`src/rtl/fifo_state_dp.sv`:
```
// rtl/fifo_state_dp.sv - FIFO state register, pointers, occupancy, storage and status flags
// Optional registered almost_full/almost_empty flags enabled by macro FIFO_ALMOST_FLAG_EN.
module fifo_state_dp #(
  parameter int DATA_WIDTH = 32,
  parameter int ADDR_WIDTH = 3
) (
  input  logic                  clk,
  input  logic                  reset_n,
  input  logic [2:0]            next_state,
  input  logic [DATA_WIDTH-1:0] din,
  output logic [2:0]            state,
  output logic [ADDR_WIDTH:0]   data_count,
  output logic [DATA_WIDTH-1:0] dout,
  output logic                  full,
  output logic                  empty,
  output logic                  wr_ack,
  output logic                  wr_err,
  output logic                  rd_ack,
  output logic                  rd_err,
  output logic                  almost_full,
  output logic                  almost_empty
);

  localparam int DEPTH = 2 ** ADDR_WIDTH;
  localparam logic [ADDR_WIDTH:0] FULL_COUNT = (ADDR_WIDTH + 1)'(DEPTH);

  typedef enum logic [2:0] {
    ST_INIT     = 3'b000,
    ST_NO_OP    = 3'b001,
    ST_WRITE    = 3'b010,
    ST_WR_ERROR = 3'b011,
    ST_READ     = 3'b100,
    ST_RD_ERROR = 3'b101
  } state_t;

  state_t                  state_q, state_d;
  logic [ADDR_WIDTH-1:0]   head_q, head_d, tail_q, tail_d;
  logic [ADDR_WIDTH:0]     count_q, count_d;
  logic [DATA_WIDTH-1:0]   dout_q, dout_d;
  logic                    wr_ack_q, wr_ack_d, wr_err_q, wr_err_d;
  logic                    rd_ack_q, rd_ack_d, rd_err_q, rd_err_d;
  logic                    do_write;
  logic [DATA_WIDTH-1:0]   mem [DEPTH];

  assign full  = (count_q == FULL_COUNT);
  assign empty = (count_q == '0);

  always_comb begin
    state_d  = state_t'(next_state);
    head_d   = head_q;
    tail_d   = tail_q;
    count_d  = count_q;
    dout_d   = dout_q;
    wr_ack_d = 1'b0;
    wr_err_d = 1'b0;
    rd_ack_d = 1'b0;
    rd_err_d = 1'b0;
    do_write = 1'b0;
    case (next_state)
      ST_INIT: begin
        head_d  = '0;
        tail_d  = '0;
        count_d = '0;
        dout_d  = '0;
      end
      ST_NO_OP: ;
      ST_WRITE: begin
        // A write into a full FIFO is rejected here even if the decoder let it through.
        if (full) begin
          wr_err_d = 1'b1;
        end else begin
          do_write = 1'b1;
          tail_d   = tail_q + ADDR_WIDTH'(1);
          count_d  = count_q + (ADDR_WIDTH + 1)'(1);
          wr_ack_d = 1'b1;
        end
      end
      ST_WR_ERROR: wr_err_d = 1'b1;
      ST_READ: begin
        if (empty) begin
          rd_err_d = 1'b1;
        end else begin
          dout_d   = mem[head_q];
          head_d   = head_q + ADDR_WIDTH'(1);
          count_d  = count_q - (ADDR_WIDTH + 1)'(1);
          rd_ack_d = 1'b1;
        end
      end
      ST_RD_ERROR: rd_err_d = 1'b1;
      default: state_d = ST_NO_OP;
    endcase
  end

  always_ff @(posedge clk or negedge reset_n) begin
    if (!reset_n) begin
      state_q  <= ST_INIT;
      head_q   <= '0;
      tail_q   <= '0;
      count_q  <= '0;
      dout_q   <= '0;
      wr_ack_q <= 1'b0;
      wr_err_q <= 1'b0;
      rd_ack_q <= 1'b0;
      rd_err_q <= 1'b0;
    end else begin
      state_q  <= state_d;
      head_q   <= head_d;
      tail_q   <= tail_d;
      count_q  <= count_d;
      dout_q   <= dout_d;
      wr_ack_q <= wr_ack_d;
      wr_err_q <= wr_err_d;
      rd_ack_q <= rd_ack_d;
      rd_err_q <= rd_err_d;
    end
  end

  // Storage has no reset; gating on reset_n drops a write racing a reset assertion.
  always_ff @(posedge clk) begin
    if (reset_n && do_write) mem[tail_q] <= din;
  end

`ifdef FIFO_ALMOST_FLAG_EN
  logic almost_full_q, almost_empty_q;
  always_ff @(posedge clk or negedge reset_n) begin
    if (!reset_n) begin
      almost_full_q  <= 1'b0;
      almost_empty_q <= 1'b0;
    end else begin
      almost_full_q  <= (count_d >= FULL_COUNT - (ADDR_WIDTH + 1)'(1));
      almost_empty_q <= (count_d <= (ADDR_WIDTH + 1)'(1));
    end
  end
  assign almost_full  = almost_full_q;
  assign almost_empty = almost_empty_q;
`else
  assign almost_full  = 1'b0;
  assign almost_empty = 1'b0;
`endif

  assign state      = state_q;
  assign data_count = count_q;
  assign dout       = dout_q;
  assign wr_ack     = wr_ack_q;
  assign wr_err     = wr_err_q;
  assign rd_ack     = rd_ack_q;
  assign rd_err     = rd_err_q;

endmodule
```
`config.mk`:
```
export PLATFORM = sky130hd
export DESIGN_NAME = fifo_state_dp
export DESIGN_NICKNAME = d
export VERILOG_FILES = /design/src/rtl/fifo_state_dp.sv
export SDC_FILE = /design/constraint.sdc
export NUM_CORES = 1
export LEC_CHECK = 0
export CORE_ASPECT_RATIO = 0.5
export CORE_UTILIZATION = 48
export CTS_BUF_LIST = sky130_fd_sc_hd__clkbuf_8
export CTS_CLUSTER_DIAMETER = 40
export CTS_CLUSTER_SIZE = 16
export DETAILED_ROUTE_END_ITERATION = 8
export HOLD_SLACK_MARGIN = 0.05
export PLACE_DENSITY = 0.69
export SETUP_SLACK_MARGIN = 0.15
export SYNTH_ARGS = -nofsm -noshare
export SYNTH_HDL_FRONTEND = slang
export SYNTH_SLANG_ARGS = --single-unit
```
`constraint.sdc`:
```
create_clock -name clk -period 13.4 [get_ports clk]
set_clock_uncertainty 0.1 [all_clocks]
set_input_delay 2.01 -clock clk [delete_from_list [all_inputs] [get_ports clk]]
set_output_delay 2.01 -clock clk [all_outputs]
set_load 0.03 [all_outputs]
```
### After elaboration in Yosys (flattened, before gate mapping)

Memory sizes are Yosys's and may differ from the RTL's.
Index checks and enable logic that the tools add are counted.

* flip-flop bits (word level): 49
* logic and storage cells: 52
* memories: 1
* memory bits (writable): 256

Memory list
* mem: depth 8, bits a word 32, rd ports 1, clocked after Yosys merged registers in 0, wr ports 1, line 43 `logic [DATA_WIDTH-1:0] mem [DEPTH];`

* equal/unequal tests: 8
* multiplexer cells: 20
* $add $sub $neg: 4
* reduce and logical (&&, ||, !) cells: 10

Operators by type and width (number)
* 32-bit case mux with 2 select lines: 1
* 32-bit 2-to-1 mux: 1
* 3-bit case mux with 2 select lines: 2
* 4-bit case mux with 3 select lines: 1
* 3-bit 2-to-1 mux: 3
* 1-bit 2-to-1 mux: 8
* 4-bit 2-to-1 mux: 2
* 3-bit by 1-bit adder with 3-bit output (second input constant): 2
* 3-bit by 2-bit == test with 1-bit output (second input constant): 2
* 3-bit == test (second input constant): 2
* 6-bit OR reduction: 1
* 4-bit by 1-bit adder with 4-bit output (second input constant): 1
* 4-bit == test (second input constant): 1
* 4-bit zero test: 1
* 2-bit inequality test (second input constant): 2
* 1-bit case mux with 2 select lines: 2
* 2-bit AND reduction: 2
* 2-bit nonzero test: 2
* 4-bit by 1-bit subtractor with 4-bit output (second input constant): 1
* 3-bit by 1-bit == test with 1-bit output (second input constant): 1
* 3-bit zero test: 1
* 3-bit AND reduction: 1
* 3-bit nonzero test: 1
* 1-bit logical AND: 1

### Longest topological paths before layout

Gate-level depths: netlist of the first run.

* depth in word-level cells: 6
* gate-level depth with buffers: 8
* mapped depth without buffers: 7

### Least setup slack after synthesis of the first run

Ideal clock, no wire load.

* path type: input to register
* start: input next_state[1]
* end: memory mem[0][0] (enable)
* setup time: 501 ps
* stages: 5
* setup slack: 7040 ps
* arrival time: 5759 ps
* cell sequence: buf_2 > nand2b_1 > nor3_1 > nand2_1 > nor4_1

* word-level cells in the longest chain between the ends: 5

RTL lines
* start, declared: line 9 `input logic [2:0] next_state,`
* 3-bit by 2-bit == test with 1-bit output: line 59 `case (next_state)`
* 1-bit 2-to-1 mux: line 59
* via do_write: line 42 `logic do_write;`
* 1-bit logical AND: line 120 `if (reset_n && do_write) mem[tail_q] <= din;`
* 1-bit 2-to-1 mux: line 120
* 1-bit 2-to-1 mux (implied by the code): line 120
* end, declared: line 43

The timed path passes the listed nets, and every way through them passes these cells.

### Worst setup path after layout of the first run

* start: input next_state[1]
* end: memory mem[1][29] (enable)

The elaborated chain is that of the path after synthesis.

==> impl_metrics.yaml, run 1 <==
route:
  wl_met3_um: 1470
  dr.pass1.iters: 4
  via_count: 5423
  final_antenna_net_count: 0
  finalWirelength_um: 21700
  route.met2.wl_um: 10100
  drt_iter0_markers: 410
  avgRoutedWirePerCell_um: 22.0
  routed.top_layer: "met4"
  m1WireLength_um: 9830
  drc: 0
  avgViaCountPerCell: 5.51
die:
  initial_core_util: 0.501
  num_io_pins: 84
  die_h_um: 112
  rows: 39
  die_width_um: 223
  dieArea_sq_um: 25000
  core_area_sq_um: 23300
power:
  vdd_drop_max_mv: 0.0841
  p_sw_uw: 619
  finalPower_mw: 2.17
  p_per_area_nw_per_um2: 162
  leakagePower_nw: 4.47
  power.share.sequential: 0.532
  combPwrFrac: 0.216
  power.clock.fraction: 0.252
  switching_share: 0.286
  internal_power_mw: 1.55
finish:
  finalCoreUtilization: 0.575
  layoutNonFillerInstCount: 985
  fin_area_sq_um: 13400
  n_antenna_cell: 0
  drive_above_1_share: 0.246
  area_growth_pct: 14.7
  mostFrequentLayoutCells: "edfxtp_1 (256), clkdlybuf4s50_1 (80), nand2_1 (66)"
  final_common_cell: "edfxtp_1"
  fin_nets: 698
  fill_cells: 1718
clock_network:
  holdBufCountCts: 0
  clock-root-buffer: "clkbuf_8"
  numCtsBuffers: 27
  cts.path.max_buffers: 3
  cts_max_level: 1
  cts_setup_buffers: 0
  cts_tree: "built"
  ctsResizeCount: 0
  clk_pin_slew_ps: 90
  cts_sinks: 305
  clk_latency_ps: 550
flow_run:
  cap_violations: 0
placed_design:
  place_area_sq_um: 12900
  dp_cells: 936
  pre_cts_ws_ps: 7910
  place_hpwl_um: 12400
  io_buffers: 81
  routabilityCongestion: 0.756
timing:
  setup_viol: 0
  whs_ps: 373
  relSlewSlack: 0.220
  fin_ws_ps: 8490
  tightest_slew_ps: 1170
  hold_viol: 0
  rsz0062_at_grt: "false"
  final.setup.tns_ps: 0
  fmax_mhz: 204
  period_share: 0.366
  slew_viol_final: 0
  min_period_ps: 4910
logic_synthesis:
  syn_area_sq_um: 11700
  synth_cell_types: 39
  avgSynthCellArea_sq_um: 20.8
  ys_ff_latch: 305
  yosysSeqAreaShare: 0.762
  yosysWarnings: 0
  synthArstFlopShare: 0.161
  synth_edf_count: 256
  synth_cells: 563
  ys.flop_type: "edfxtp_1"
worst_setup_path:
  end_kind: "flop"
  critical_path_required_ps: 13510
  arrival_ps: 5020
  cp-start-kind: "input pin"
  crit_type: "input pin to flop"
  crit_fanout: 21
run_status:
  status: "complete, no violations"
hold_path:
  hold_class: "flop to flop"
global_route:
  first_global_vias: 5745
  antenna_found_initial: 0
  grt_max_degree: 52
  globalRouteOverflowTotal: 0
  grt_pass1_wl_um: 34100
  grt_use_total: 0.180
==> layer usage <==
layer	up-vias	global-route usage
met5	-	0
met4	0	0.0322
met3	23	0.0280
met2	159	0.283
met1	2794	0.274
li1	2447	-
==> cell type report <==
type / instances / area [sq um] / share of cell area
Clock inverter: 22 / 183 / 0.0136
Clock buffer: 27 / 372 / 0.0277
Tap cell: 307 / 384 / 0.0287
Inverter: 2 / 7.51 / 0.000560
Multi-Input combinational cell: 225 / 2620 / 0.195
Sequential cell: 305 / 8920 / 0.665
Timing Repair Buffer: 97 / 926 / 0.0691
==> registers in the layout (all words and copies together), names as in the netlist <==
name        flops
mem           256
dout           32
data_count      4
head_q          3
state           3
tail_q          3
rd_ack          1
rd_err          1
wr_ack          1
wr_err          1
==> Yosys cell counts (all sizes together), types with 2 or more instances <==
| cell type | number | area share |
|---|---|---|
| edfxtp | 256 | 0.66 |
| nand2 | 66 | 0.021 |
| mux4 | 64 | 0.12 |
| dfrtp | 49 | 0.10 |
| a22oi | 32 | 0.033 |
| buf | 21 | 0.014 |
| clkbuf | 11 | 0.0035 |
| nor2 | 11 | 0.0035 |
| a22o | 7 | 0.0052 |
| nor3 | 7 | 0.0040 |
| mux2 | 4 | 0.0039 |
| nand2b | 4 | 0.0021 |
| nand3 | 4 | 0.0017 |
| ha | 3 | 0.0032 |
| xnor2 | 3 | 0.0022 |
| inv | 2 | 0.00064 |
| nor2b | 2 | 0.0011 |
| nor4 | 2 | 0.0024 |
==> worst paths after layout <==
check                         startpoint         end  slack, ps  cells past startpoint
max reg2reg                data_count[1]  mem[1][29]      10050                      5
max                        next_state[1]  mem[1][29]       8490                      6
max in group asynchronous        reset_n   head_q[0]      11120                      2
min                             dout[28]    dout[28]        370                      2
min reg2reg                     dout[28]    dout[28]        370                      2
min in group asynchronous        reset_n    dout[24]       1510                      2
==> power by group through the flow <==
stage                     Clock, mW  Combinational (mW)  Sequential, mW
after floorplan                   0               0.279            1.21
after global placement            0               0.470            1.18
after detailed placement          0               0.475            1.18
after CTS                     0.561               0.477            1.16
after global routing          0.596               0.501            1.17
final                         0.545               0.468            1.15
==> cells by family after synthesis <==
family          count (synthesis)  share of synthesized area
flops                         305                      0.762
simple gates                  101                     0.0415
mux                            69                      0.128
compound gates                 47                     0.0440
buf+inv                        34                     0.0182
fa+ha+maj                       3                    0.00321
xor+xnor                        3                    0.00225
other cells                     1                   0.000321
==> critical path, cell delays in order <==
cell	delay [ps]
clkdlybuf4s50_1	680
nand2b_1	200
nor3_1	370
nand3_1	310
nor3_2	940
buf_4	490
Note: power is estimated with default switching activity, not from simulation.
==> run 2, diff against run 1 <==
clock period = 4.9 ns   (was 13.4 ns; I/O delays follow)
==> impl_metrics.yaml, run 2 (synthesis gave the netlist of run 1 again) <==
timing:
  rsz0062_at_grt: "false"
  fmax_mhz: 302
  setup_viol: 0
  tightest_slew_ps: 932
  whs_ps: 368
  period_share: 0.676
  slew_viol_final: 0
  relSlewSlack: 0.379
  min_period_ps: 3310
  final.setup.tns_ps: 0
  hold_viol: 0
clock_network:
  clock-root-buffer: "clkbuf_8"
  clk_pin_slew_ps: 100
  ctsResizeCount: 0
  cts_setup_buffers: 0
  cts.path.max_buffers: 3
  numCtsBuffers: 27
  cts_sinks: 305
  cts_max_level: 1
  cts_tree: "built"
  clk_latency_ps: 570
  holdBufCountCts: 1
global_route:
  grt_max_degree: 48
  grt_pass1_wl_um: 34100
  first_global_vias: 5788
  antenna_found_initial: 0
  grt_use_total: 0.181
  globalRouteOverflowTotal: 0
finish:
  finalCoreUtilization: 0.579
  layoutNonFillerInstCount: 986
  drive_above_1_share: 0.253
  final_common_cell: "edfxtp_1"
  largest-register: "mem"
  largest_reg_flops: 256
  fin_area_sq_um: 13500
  fin_nets: 699
  mostFrequentLayoutCells: "edfxtp_1 (256), clkdlybuf4s50_1 (80), nand2_1 (66)"
  area_growth_pct: 15.6
  n_antenna_cell: 0
power:
  p_per_area_nw_per_um2: 451
  vdd_drop_max_mv: 0.212
  combPwrFrac: 0.208
  internal_power_mw: 4.39
  power.share.sequential: 0.519
  power.clock.fraction: 0.273
  p_sw_mw: 1.70
  switching_share: 0.280
  leakagePower_nw: 4.50
die:
  num_io_pins: 84
  initial_core_util: 0.501
  rows: 39
  die_width_um: 223
  die_h_um: 112
  dieArea_sq_um: 25000
  core_area_sq_um: 23300
route:
  drc: 0
  avgRoutedWirePerCell_um: 22.0
  drt_iter0_markers: 513
  dr.pass1.iters: 4
  via_count: 5489
  avgViaCountPerCell: 5.57
  finalWirelength_um: 21700
  final_antenna_net_count: 0
placed_design:
  dp_cells: 936
  place_area_sq_um: 12900
  routabilityCongestion: 0.739
  place_hpwl_um: 12400
  io_buffers: 81
worst_setup_path:
  cp.depth: 2
  slowest_delay_ps: 780
  cp-start-kind: "flop"
  crit_fanout: 8
  critical_path_required_ps: 4070
  crit_chain: "nor4_4 > clkdlybuf4s50_1"
  r2r-start: "data_count[1]"
  r2r_cells: 5
  crit_end: "empty"
  critPathSlowestCell: "clkdlybuf4s50_1"
  end_kind: "primary output"
  crit_type: "flop to primary output"
  crit_buf_inv: 1
  ff2ff_setup_slack_ps: 2150
  crit_start: "data_count[1]"
  r2r_end: "mem[0][8]"
  critPathTopFamily: "buffers and inverters"
  arrival_ps: 2480
run_status:
  status: "complete, no violations"
hold_path:
  hold_class: "flop to flop"
flow_run:
  cap_violations: 0
[run 2: cell types whose count changed in the layout (fill, tap and decap cells not counted), sizes merged]
| cell | delta |
|---|---|
| clkinv | +1 |
| bufinv | +3 |
| inv | -6 |
| clkinvlp | +2 |
| dlygate4sd3 | +1 |
[run 2: worst min path at each step]
stage                     startpoint            end  slack (ps)  depth (start not counted)
after floorplan              reset_n  data_count[0]         340                          0
after global placement       dout[7]        dout[7]         350                          2
after detailed placement     dout[5]        dout[5]         360                          2
after CTS                    dout[5]        dout[5]         380                          2
after global routing         dout[6]        dout[6]         400                          2
final                       dout[24]       dout[24]         370                          2
[run 2: metal layers]
metal,vias up,track usage,wire (um)
met4,0,0.0322,241
met3,23,0.0312,1350
met1,2882,0.266,9510
met5,-,0,0
met2,143,0.291,10600
li1,2441,-,-
[run 2: cell type report]
| cell class | instances | area, sq um |
|---|---|---|
| clock buffers | 27 | 372 |
| clock inverters | 22 | 253 |
| fillers | 1692 | 9820 |
| inverters | 2 | 7.51 |
| multi-input cells | 225 | 2630 |
| flip-flops and latches | 305 | 8920 |
| well taps | 307 | 384 |
| repair buffers | 98 | 948 |
[run 2: stage by stage]
stage               power (mW)  setup slack [ps]
finish                    6.09              1590
global route              6.35              1460
CTS                       6.16              1550
detailed placement        4.52              1160
global placement          4.50              1280
floorplan                 4.06               647
[run 2: power by group through the flow]
stage	registers, mW	clock network, mW	logic (mW)
2_1_floorplan	3.30	0	0.764
3_3_place_gp	3.23	0	1.27
3_5_place_dp	3.24	0	1.28
4_1_cts	3.18	1.69	1.29
5_1_grt	3.21	1.80	1.35
6_report	3.16	1.66	1.27
[run 2: worst reg2reg max path, stage by stage, from the launching register on]
cell,delay (ps)
dfrtp_1,590
nor4b_4,130
nor3_1,340
nand2_1,290
nor4_4,670
buf_12,300
